===== config.mk =====
export PLATFORM = sky130hd
export DESIGN_NAME = scan_sequencer
export DESIGN_NICKNAME = d
export VERILOG_FILES = /design/src/rtl/tactile_pkg.sv /design/src/rtl/sat_counter.sv /design/src/rtl/scan_sequencer.sv
export SDC_FILE = /design/constraint.sdc
export NUM_CORES = 1
export LEC_CHECK = 0
export ABC_AREA = 0
export BUFFER_PORTS_ARGS = -buffer_cell sky130_fd_sc_hd__buf_4
export CAP_MARGIN = 0
export CORE_MARGIN = 8
export CORE_UTILIZATION = 30
export DETAILED_ROUTE_END_ITERATION = 12
export HOLD_SLACK_MARGIN = 0.05
export PLACE_DENSITY_LB_ADDON = 0.25
export SLEW_MARGIN = 20
export SYNTH_ARGS = -nofsm -noshare
export SYNTH_HDL_FRONTEND = slang
export SYNTH_SLANG_ARGS = --single-unit

===== constraint.sdc =====
create_clock -name clk -period 2.1 [get_ports clk]
set_clock_uncertainty 0.15 [all_clocks]
set_input_delay 0.105 -clock clk [delete_from_list [all_inputs] [get_ports clk]]
set_output_delay 0.105 -clock clk [all_outputs]
set_load 0.005 [all_outputs]

===== src/rtl/tactile_pkg.sv =====
// ============================================================
// tactile_pkg : shared scan state encoding and frame address layout
// Rev 1.0
// ============================================================
`default_nettype none

package tactile_pkg;

   localparam int ADC_W = 12;

   typedef enum logic [2:0] {
      ST_IDLE    = 3'd0,
      ST_SETTLE  = 3'd1,
      ST_CONVERT = 3'd2,
      ST_WRITE   = 3'd3,
      ST_ADVANCE = 3'd4,
      ST_HANDOFF = 3'd5,
      ST_HOLD    = 3'd6
   } scan_state_e;

   // Never returns 0, so a single-wire axis still gets a legal 1-bit vector
   function automatic int sel_width(input int cnt);
      return (cnt > 1) ? $clog2(cnt) : 1;
   endfunction

   function automatic int addr_width(input int sw_cnt, input int rd_cnt);
      return sel_width(sw_cnt * rd_cnt);
   endfunction

endpackage

`default_nettype wire


===== src/rtl/sat_counter.sv =====
// ============================================================
// sat_counter : increment-by-one counter that sticks at all-ones
// Rev 1.0
// ============================================================
`default_nettype none

module sat_counter #(
   parameter int WIDTH = 8
) (
   input  logic             clk,
   input  logic             rst,
   input  logic             inc,
   output logic [WIDTH-1:0] count
);

   logic [WIDTH-1:0] count_q;
   logic [WIDTH-1:0] count_d;

   always_comb begin
      count_d = count_q;
      if (inc && (count_q != {WIDTH{1'b1}})) begin
         count_d = count_q + WIDTH'(1);
      end
   end

   always_ff @(posedge clk or posedge rst) begin
      if (rst) begin
         count_q <= '0;
      end else begin
         count_q <= count_d;
      end
   end

   assign count = count_q;

endmodule

`default_nettype wire


===== src/rtl/scan_sequencer.sv =====
// ============================================================
// scan_sequencer : walks the sensor matrix, converts each crossing and
//                  fills a ping-pong frame BRAM for convolution
// Rev 1.0
// ============================================================
`default_nettype none

module scan_sequencer
   import tactile_pkg::*;
#(
   parameter int SW_WIRE_CNT = 16,
   parameter int RD_WIRE_CNT = 16,
   parameter int SETTLE_SW   = 64,
   parameter int SETTLE_RD   = 8,
   parameter int ADC_TIMEOUT = 255
) (
   input  logic                                           clk,
   input  logic                                           rst,
   input  logic                                           run,
   output logic [sel_width(SW_WIRE_CNT)-1:0]              sw_sel,
   output logic [sel_width(RD_WIRE_CNT)-1:0]              rd_sel,
   output logic                                           adc_start,
   input  logic                                           adc_valid,
   input  logic [ADC_W-1:0]                               adc_data,
   output logic                                           bram_we,
   output logic                                           bram_bank,
   output logic [addr_width(SW_WIRE_CNT, RD_WIRE_CNT)-1:0] bram_addr,
   output logic [ADC_W-1:0]                               bram_din,
   output logic                                           conv_start,
   output logic                                           conv_bank,
   input  logic                                           conv_busy,
   output logic [15:0]                                    frame_cnt,
   output logic [7:0]                                     overrun_cnt,
   output logic [7:0]                                     timeout_cnt
);

   localparam int SW_W    = sel_width(SW_WIRE_CNT);
   localparam int RD_W    = sel_width(RD_WIRE_CNT);
   localparam int ADDR_W  = addr_width(SW_WIRE_CNT, RD_WIRE_CNT);
   localparam int SET_MAX = (SETTLE_SW > SETTLE_RD) ? SETTLE_SW : SETTLE_RD;
   localparam int SET_W   = $clog2(SET_MAX + 1);
   localparam int TO_W    = $clog2(ADC_TIMEOUT + 1);

   localparam logic [SW_W-1:0]  SW_LAST = SW_W'(SW_WIRE_CNT - 1);
   localparam logic [RD_W-1:0]  RD_LAST = RD_W'(RD_WIRE_CNT - 1);
   localparam logic [SET_W-1:0] SET_SW  = SET_W'(SETTLE_SW);
   localparam logic [SET_W-1:0] SET_RD  = SET_W'(SETTLE_RD);
   localparam logic [TO_W-1:0]  TO_LAST = TO_W'(ADC_TIMEOUT);

   scan_state_e      state_q, state_d;
   logic [SW_W-1:0]  sw_sel_q, sw_sel_d;
   logic [RD_W-1:0]  rd_sel_q, rd_sel_d;
   logic [SET_W-1:0] settle_q, settle_d;
   logic [TO_W-1:0]  timer_q, timer_d;
   logic             adc_start_q, adc_start_d;
   logic             bram_we_q, bram_we_d;
   logic [ADC_W-1:0] din_q, din_d;
   logic             bank_q, bank_d;
   logic             conv_start_q, conv_start_d;
   logic             conv_bank_q, conv_bank_d;
   logic [15:0]      frame_cnt_q, frame_cnt_d;
   logic             last_cross;
   logic             handoff;
   logic             overrun_inc;
   logic             timeout_inc;

   always_comb begin
      state_d      = state_q;
      sw_sel_d     = sw_sel_q;
      rd_sel_d     = rd_sel_q;
      settle_d     = settle_q;
      timer_d      = timer_q;
      adc_start_d  = 1'b0;
      bram_we_d    = 1'b0;
      din_d        = din_q;
      bank_d       = bank_q;
      conv_start_d = 1'b0;
      conv_bank_d  = conv_bank_q;
      frame_cnt_d  = frame_cnt_q;
      overrun_inc  = 1'b0;
      timeout_inc  = 1'b0;
      last_cross   = (sw_sel_q == SW_LAST) && (rd_sel_q == RD_LAST);
      // The handoff decision is taken in the final WRITE (or in HOLD) so that
      // conv_start lands in the very next cycle, which is the HANDOFF state.
      handoff      = (((state_q == ST_WRITE) && last_cross) || (state_q == ST_HOLD)) && !conv_busy;

      case (state_q)
         ST_IDLE: begin
            sw_sel_d = '0;
            rd_sel_d = '0;
            if (run) begin
               settle_d = SET_SW;
               state_d  = ST_SETTLE;
            end
         end
         ST_SETTLE: begin
            if (settle_q <= SET_W'(1)) begin
               settle_d    = '0;
               timer_d     = '0;
               adc_start_d = 1'b1;
               state_d     = ST_CONVERT;
            end else begin
               settle_d = settle_q - SET_W'(1);
            end
         end
         ST_CONVERT: begin
            // A strobe coincident with our own start request is stale
            if (adc_valid && !adc_start_q) begin
               din_d     = adc_data;
               bram_we_d = 1'b1;
               state_d   = ST_WRITE;
            end else if (timer_q == TO_LAST) begin
               din_d       = '0;
               timeout_inc = 1'b1;
               bram_we_d   = 1'b1;
               state_d     = ST_WRITE;
            end else begin
               timer_d = timer_q + TO_W'(1);
            end
         end
         ST_WRITE: begin
            if (!last_cross) begin
               state_d = ST_ADVANCE;
            end else if (conv_busy) begin
               overrun_inc = 1'b1;
               state_d     = ST_HOLD;
            end
         end
         ST_ADVANCE: begin
            if (rd_sel_q != RD_LAST) begin
               rd_sel_d = rd_sel_q + RD_W'(1);
               settle_d = SET_RD;
            end else begin
               rd_sel_d = '0;
               sw_sel_d = sw_sel_q + SW_W'(1);
               settle_d = SET_SW;
            end
            state_d = ST_SETTLE;
         end
         ST_HANDOFF: begin
            if (run) begin
               settle_d = SET_SW;
               state_d  = ST_SETTLE;
            end else begin
               state_d = ST_IDLE;
            end
         end
         ST_HOLD: begin
            state_d = ST_HOLD;
         end
         default: begin
            state_d = ST_IDLE;
         end
      endcase

      if (handoff) begin
         conv_start_d = 1'b1;
         conv_bank_d  = bank_q;
         bank_d       = ~bank_q;
         frame_cnt_d  = frame_cnt_q + 16'd1;
         sw_sel_d     = '0;
         rd_sel_d     = '0;
         state_d      = ST_HANDOFF;
      end
   end

   always_ff @(posedge clk or posedge rst) begin
      if (rst) begin
         state_q      <= ST_IDLE;
         sw_sel_q     <= '0;
         rd_sel_q     <= '0;
         settle_q     <= '0;
         timer_q      <= '0;
         adc_start_q  <= 1'b0;
         bram_we_q    <= 1'b0;
         din_q        <= '0;
         bank_q       <= 1'b0;
         conv_start_q <= 1'b0;
         conv_bank_q  <= 1'b0;
         frame_cnt_q  <= '0;
      end else begin
         state_q      <= state_d;
         sw_sel_q     <= sw_sel_d;
         rd_sel_q     <= rd_sel_d;
         settle_q     <= settle_d;
         timer_q      <= timer_d;
         adc_start_q  <= adc_start_d;
         bram_we_q    <= bram_we_d;
         din_q        <= din_d;
         bank_q       <= bank_d;
         conv_start_q <= conv_start_d;
         conv_bank_q  <= conv_bank_d;
         frame_cnt_q  <= frame_cnt_d;
      end
   end

   sat_counter #(.WIDTH(8)) u_overrun_cnt (
      .clk   (clk),
      .rst   (rst),
      .inc   (overrun_inc),
      .count (overrun_cnt)
   );

   sat_counter #(.WIDTH(8)) u_timeout_cnt (
      .clk   (clk),
      .rst   (rst),
      .inc   (timeout_inc),
      .count (timeout_cnt)
   );

   assign sw_sel     = sw_sel_q;
   assign rd_sel     = rd_sel_q;
   assign adc_start  = adc_start_q;
   assign bram_we    = bram_we_q;
   assign bram_bank  = bank_q;
   assign bram_addr  = ADDR_W'(sw_sel_q) + ADDR_W'(rd_sel_q) * ADDR_W'(SW_WIRE_CNT);
   assign bram_din   = din_q;
   assign conv_start = conv_start_q;
   assign conv_bank  = conv_bank_q;
   assign frame_cnt  = frame_cnt_q;

endmodule

`default_nettype wire

Word-level counts from Yosys, hierarchy flattened
Cells that the tools add are included.

Flip-flop bits (word level): 75. Output and inout bits: 65. Word-level logic and storage cells: 101.

$add $sub $neg: 8. Magnitude comparators: 1. Equality and inequality tests: 21. Mux-type cells: 36. Bitwise gates (word level): 1. Reduce and logical (&&, ||, !) cells: 20.

Operators with widths (count): adder 8 x 1 -> 8 bit (second input constant) (3); 2-to-1 mux 12 bit (2); 2-to-1 mux 8 bit (3); 2-to-1 mux 3 bit (7); 2-to-1 mux 7 bit (3); case mux 3 bit (7 select lines) (1); case mux 7 bit (3 select lines) (1); adder 16 x 1 -> 16 bit (second input constant) (1); 2-to-1 mux 4 bit (4); inequality test 8 bit (second input constant) (2); case mux 4 bit (2 select lines) (2); case mux 8 bit (2 select lines) (1); 2-to-1 mux 1 bit (12); inequality test 4 bit (second input constant) (3); == test 3 bit (second input constant) (3); inequality test 3 bit (second input constant) (3); adder 4 x 1 -> 4 bit (second input constant) (2); adder 4 x 8 -> 8 bit (1); == test 4 bit (second input constant) (2); == test 8 bit (second input constant) (1); AND reduction 4 bit (2); less-or-equal comparator 7 x 1 -> 1 bit (second input constant) (1); subtractor 7 x 1 -> 7 bit (second input constant) (1); == test 3 x 2 -> 1 bit (second input constant) (2); 12 further kinds (24).

Longest topological paths before layout
Word-level depth: 7. Mapped depth: 7. Gate-level depth less buffers: 6.

By module
A second synthesis with hierarchy kept.

Cells, all modules: 358. Area, all modules: 3707.3 um2.

Modules (own cells, without submodules): scan_sequencer (times used 1, cells an instance 282, area an instance 2869.0 um2, sequential area each 1476.4 um2); sat_counter (times used 2, cells an instance 38, area an instance 419.2 um2, sequential area each 200.2 um2).

Worst setup path before layout
OpenSTA, ideal clock, no wires.

Kind: flip-flop to flip-flop. Start point: register rd_sel_q[0], in the netlist rd_sel[0]. End point: register u_overrun_cnt.count_q[1], in the netlist u_overrun_cnt.count[1]. Arrival time: 1.884 ns. Required time: 1.825 ns. Slack: -0.059 ns. Stages on the path, launching flop included: 6. Clock period less this slack: 2.159 ns. Cells stage by stage: dfrtp_1 > ha_1 > nand3_1 > or3_4 > a311oi_4 > mux2_2.

Word-level cells in the longest chain between the ends: 5.

RTL lines: from (decl) (RTL line scan_sequencer.sv:52) `logic [RD_W-1:0] rd_sel_q, rd_sel_d;`; from (signal assigned) (RTL line scan_sequencer.sv:184) `rd_sel_q <= rd_sel_d;`; == test 4 bit (RTL line scan_sequencer.sv:82) `last_cross = (sw_sel_q == SW_LAST) && (rd_sel_q == RD_LAST);`; logical AND 1 bit (RTL line scan_sequencer.sv:82); 2-to-1 mux 1 bit (RTL line scan_sequencer.sv:122) `if (!last_cross) begin`; 2-to-1 mux 1 bit (RTL line scan_sequencer.sv:87) `case (state_q)`; logical AND 1 bit (RTL line sat_counter.sv:21) `if (inc && (count_q != {WIDTH{1'b1}})) begin`; to (signal assigned) (RTL line sat_counter.sv:30) `count_q <= count_d;`; to (decl) (RTL line sat_counter.sv:16) `logic [WIDTH-1:0] count_q;`.

Every way passes these cells. A chain may end at the register's enable or synchronous reset.

Worst setup path in the final report
Start point: register sw_sel_q[0], in the netlist sw_sel[0]. End point: register u_overrun_cnt.count_q[1], in the netlist u_overrun_cnt.count[1].

Word-level cells in the longest chain between the ends: 5.

RTL lines: from (decl) (RTL line scan_sequencer.sv:51) `logic [SW_W-1:0] sw_sel_q, sw_sel_d;`; from (signal assigned) (RTL line scan_sequencer.sv:183) `sw_sel_q <= sw_sel_d;`; == test 4 bit (RTL line scan_sequencer.sv:82); logical AND 1 bit (RTL line scan_sequencer.sv:82); 2-to-1 mux 1 bit (RTL line scan_sequencer.sv:122); 2-to-1 mux 1 bit (RTL line scan_sequencer.sv:87); logical AND 1 bit (RTL line sat_counter.sv:21).

Every way passes these cells.

==> impl.org <==
** Outcome
- Run status :: finished clean

** Global route
- Via count of the first global-routing pass :: around 3000
- Overall global routing resource usage :: between 10% and 20%
- Busiest layer in global routing :: met2
- Maximum number of pins on one net before global-route repair :: 50
- Met3 Usage GRT :: under 10%
- Global routing consumed, on the met2 layer, between 10% and 20% of the routing resources.
- Global routing finished with a remaining overflow of 0.
- Met1 capacity usage during global routing :: 14.5%
- The initial antenna violation count came to 0.
- Global-route wire length before repair :: ~15 mm

** Placed design
- Detailed placement ended at an HPWL of roughly 6.5 mm.
- Buffers added on ports :: between 80 and 90
- Worst slack, placed :: -0.0332 ns
- After detailed placement, the total cell area comes to between 4000 and 5000 sq um.
- Routability-driven placement finished with a final weighted congestion of 0.780.
- Inst Count DP :: approximately 570

** Critical path
- The endpoint identified for the worst register-to-register timing path is u_overrun_cnt.count[1]$_DFFE_PP0P_.
- Critical Path, Cell by Cell :: ha_2 > nand4_1 > or3_4 > a311oi_4 > buf_6 > mux2_4
- Crit-path max FO :: 7
- Number of cells traversed by the worst register-to-register path :: 6
- Data on the critical path arrives at its endpoint at around 2.2 ns.
- Required @ worst endpoint :: 2.16 ns
- Launch point of the worst reg-to-reg path :: sw_sel[0]$_DFFE_PP0P_
- Master of the slowest instance on the critical path :: sky130_fd_sc_hd__or3_4
- Category of the most critical setup path :: reg2reg
- The worst setup path is captured at a flop.
- The worst setup path is launched from a flop.
- Reg2Reg Setup Slack :: ~0.011 ns
- Critical path's largest stage delay :: between 0.4 and 0.5 ns

** Detailed routing
- Final ANT Viol Nets :: 0
- In the routed design, unresolved DRC markers number 0.
- Initial drt markers :: 155
- Routed wirelength normalized by instance count :: between 10 and 15 um
- Total length of routed wires :: between 8 and 9 mm
- Routed vias :: between 2000 and 3000
- The first TritonRoute pass finished after 5 iterations.
- Using the TritonRoute via totals, the vias-per-cell ratio works out to roughly 4.8.

** Floorplan
- In this run the horizontal extent of the chip is roughly 130 um.
- The total area inside the core boundary comes to approximately 12000 sq um.
- Row generation in the floorplan step produced 40 rows.
- Die outline height :: 126 um
- Effective utilization at floorplan :: a little under a third
- The floorplan step defined a die boundary enclosing 15800 sq um.
- Pin placement for this block handled 82 I/O pins.

** Layout
- Area growth, synth to finish :: 42.3%
- Filler Cells Inserted :: 1102
- The repair_antennas step left the layout with diodes totalling 0.
- The final layout contains 484 nets.
- The finished layout holds around 610 standard cells, fillers aside.
- After routing the design area is 5150 sq um.
- Cells fill a little over two fifths of the core in the end.
- Share of final-layout standard cells stronger than drive strength 1 :: 35.8%

** Yosys
- Total of flip-flops plus latches after synthesis :: 75
- Of the total synthesized cell area, the portion taken by full adders, half adders and majority gates is between 2 and 3%.
- Each instance of the synthesized netlist takes up on average approximately 11 sq um.
- Summing the sequential cell areas from Yosys gives about 52% of the chip area.
- Multiplexer share of the synthesized area :: under 10%
- For this run, the leading register cell type out of synthesis is sky130_fd_sc_hd__dfrtp_1.
- Summing the areas of all compound-gate instances in the mapped netlist gives around an eighth of the synthesized area.
- In this run the biggest area consumer among cell types represents between 50% and 60% of the synthesized area.
- The cell count after synthesis came out at ~330.
- Cell with the most instances after synthesis :: sky130_fd_sc_hd__dfrtp_1
- Post-synthesis cell type count :: 47
- Number of warnings reported in the yosys synthesis log :: 0
- After Yosys synthesis, and, or, nand and nor cells account for between 10% and 20% of the synthesized area.
- After synthesis, the share of flip-flops with an asynchronous set or reset is 100%.
- EDFF count, synth :: 0
- Most instantiated cells after synthesis :: sky130_fd_sc_hd__dfrtp_1, sky130_fd_sc_hd__nor2_1, sky130_fd_sc_hd__nand2_1
- Cells taking the most area after synthesis :: sky130_fd_sc_hd__dfrtp_1, sky130_fd_sc_hd__xnor2_1, sky130_fd_sc_hd__a22o_1
- Summing every instance area after synthesis gives around 3600 sq um.
- The synthesized netlist devotes 7.74% of its cell area to XOR and XNOR gates.
- Total nets after synthesis :: about 360
- Main combinational cell family by area after synthesis :: simple AND/OR/NAND/NOR gates
- Cell taking the most area after synthesis :: sky130_fd_sc_hd__dfrtp_1

** STA
- Hold Slack :: about 0.15 ns
- F_max :: roughly 480 MHz
- Worst slew margin relative to its limit :: 68.4%
- Actual slew at the worst max-slew pin :: roughly 0.47 ns
- Number of pins with negative max-slew slack in the final report :: 0
- The worst path in the final design needs a cycle of roughly 2.1 ns, including I/O delays and setup.
- In the post-route analysis, the smallest setup slack over all paths is 0.0114 ns.
- Setup-failing EPs final :: 0
- Number of hold violations in the final report :: 0
- For the final routed database, the setup TNS stands at 0 ns.
- In the finished design, the share of the clock period the worst path needs comes to between 90% and 100%.
- Setup repair after global routing could not meet its margin everywhere.

** Run
- Max-cap violations in this run came to 0.

** CTS
- Number of H-tree levels :: 3
- Clock tree from TritonCTS :: built
- Maximum buffer depth of the clock tree :: 2
- The tree is rooted in a sky130_fd_sc_hd__clkbuf_16.
- In this run, CTS created clock tree buffers numbering 9.
- Insertion delay of the later-clocked pin in the worst-skew pair :: approximately 0.33 ns
- Clock transition at the registers of the reported paths :: roughly 0.06 ns
- TritonCTS Sinks :: 75

** Power
- After layout, the design draws a total of a little over 5 mW.
- VDD sags by at most approximately 0.00053 V.
- Total power density per cell area :: between 900 and 1000 nW/um^2
- Leakage power total :: approximately 2.5 nW

** Worst hold path
- In this run the worst hold path is classified as in2async.
==> state kept, by name (all words and copies together) (netlist names), 3 cells and up <==
name / cells
state_q: 3
u_timeout_cnt.count: 8
u_overrun_cnt.count: 8
timer_q: 8
rd_sel: 4
settle_q: 7
bram_din: 12
frame_cnt: 16
sw_sel: 4
==> cells by family (layout without fill, tap and decap cells) <==
kind of cell / after synthesis / in the layout
multiplexers: 11 / 11
adder cells (fa/ha/maj): 8 / 8
buffers and inverters: 30 / 161
AO/OA/AOI/OAI: 55 / 55
flip-flops: 75 / 75
XOR/XNOR: 32 / 32
AND/OR/NAND/NOR: 122 / 122
==> layer usage <==
metal | part of all wire [%] | vias up | wire length, um
met5 | 0 | - | 0
met4 | 1.0 | 0 | 93
met3 | 5.3 | 9 | 467
met2 | 45 | 68 | 3980
met1 | 49 | 1407 | 4330
li1 | - | 1434 | -
==> critical path: cells and delay by family (launching register included) <==
kind / cells / cell delay [ns]
DFF: 1 / 0.38
buffers and inverters: 1 / 0.16
AOI/OAI and AO/OA: 1 / 0.22
and+or+nand+nor: 2 / 0.57
muxes: 1 / 0.29
adders and majority gates: 1 / 0.20
==> repair_timing <==
action / in CTS / in global routing
setup endpoints to repair: 7 / 26
hold endpoints to repair: 90 / 0
buffers inserted: 1 / 8
pin swaps: 2 / 14
resized for setup: 4 / 17
hold buffers: 15 / 0
gates cloned: 0 / 0
==> how the worst max path moves through the flow <==
stage / cells past startpoint / start / endpoint
2_1_floorplan: 5 / sw_sel[0]$_DFFE_PP0P_ / u_overrun_cnt.count[1]$_DFFE_PP0P_
3_3_place_gp: 5 / sw_sel[1]$_DFFE_PP0P_ / u_overrun_cnt.count[1]$_DFFE_PP0P_
3_5_place_dp: 5 / sw_sel[0]$_DFFE_PP0P_ / u_overrun_cnt.count[1]$_DFFE_PP0P_
4_1_cts: 6 / sw_sel[0]$_DFFE_PP0P_ / u_overrun_cnt.count[1]$_DFFE_PP0P_
5_1_grt: 7 / sw_sel[0]$_DFFE_PP0P_ / frame_cnt[11]$_DFFE_PP0P_
6_report: 6 / sw_sel[0]$_DFFE_PP0P_ / u_overrun_cnt.count[1]$_DFFE_PP0P_
==> placed cells by master, fill, tap and decap left out, drive strengths merged, types with 10 or more instances in the layout <==
cell,count
clkbuf,10
xor2,13
o21ai,14
nand2,21
xnor2,19
nand4,14
a22o,16
inv,11
nor2,24
buf,119
nand3,13
dfrtp,75
dlygate4sd3,15
==> cell type report <==
| type | count | area (sq um) | area share, % |
|---|---|---|---|
| Clock buffer | 10 | 229 | 4.44 |
| Clock inverter | 6 | 65.1 | 1.26 |
| Inverter | 11 | 45.0 | 0.874 |
| Multi-Input combinational cell | 228 | 1690 | 32.8 |
| Sequential cell | 75 | 1880 | 36.5 |
| Tap cell | 147 | 184 | 3.57 |
| Timing Repair Buffer | 134 | 1060 | 20.6 |
==> power by group <==
part,switching (mW),internal (mW)
clock,0.593,0.922
sequential,0.204,1.72
combinational,0.793,0.870
total,1.59,3.51
Power figures use the tool's default switching activity.
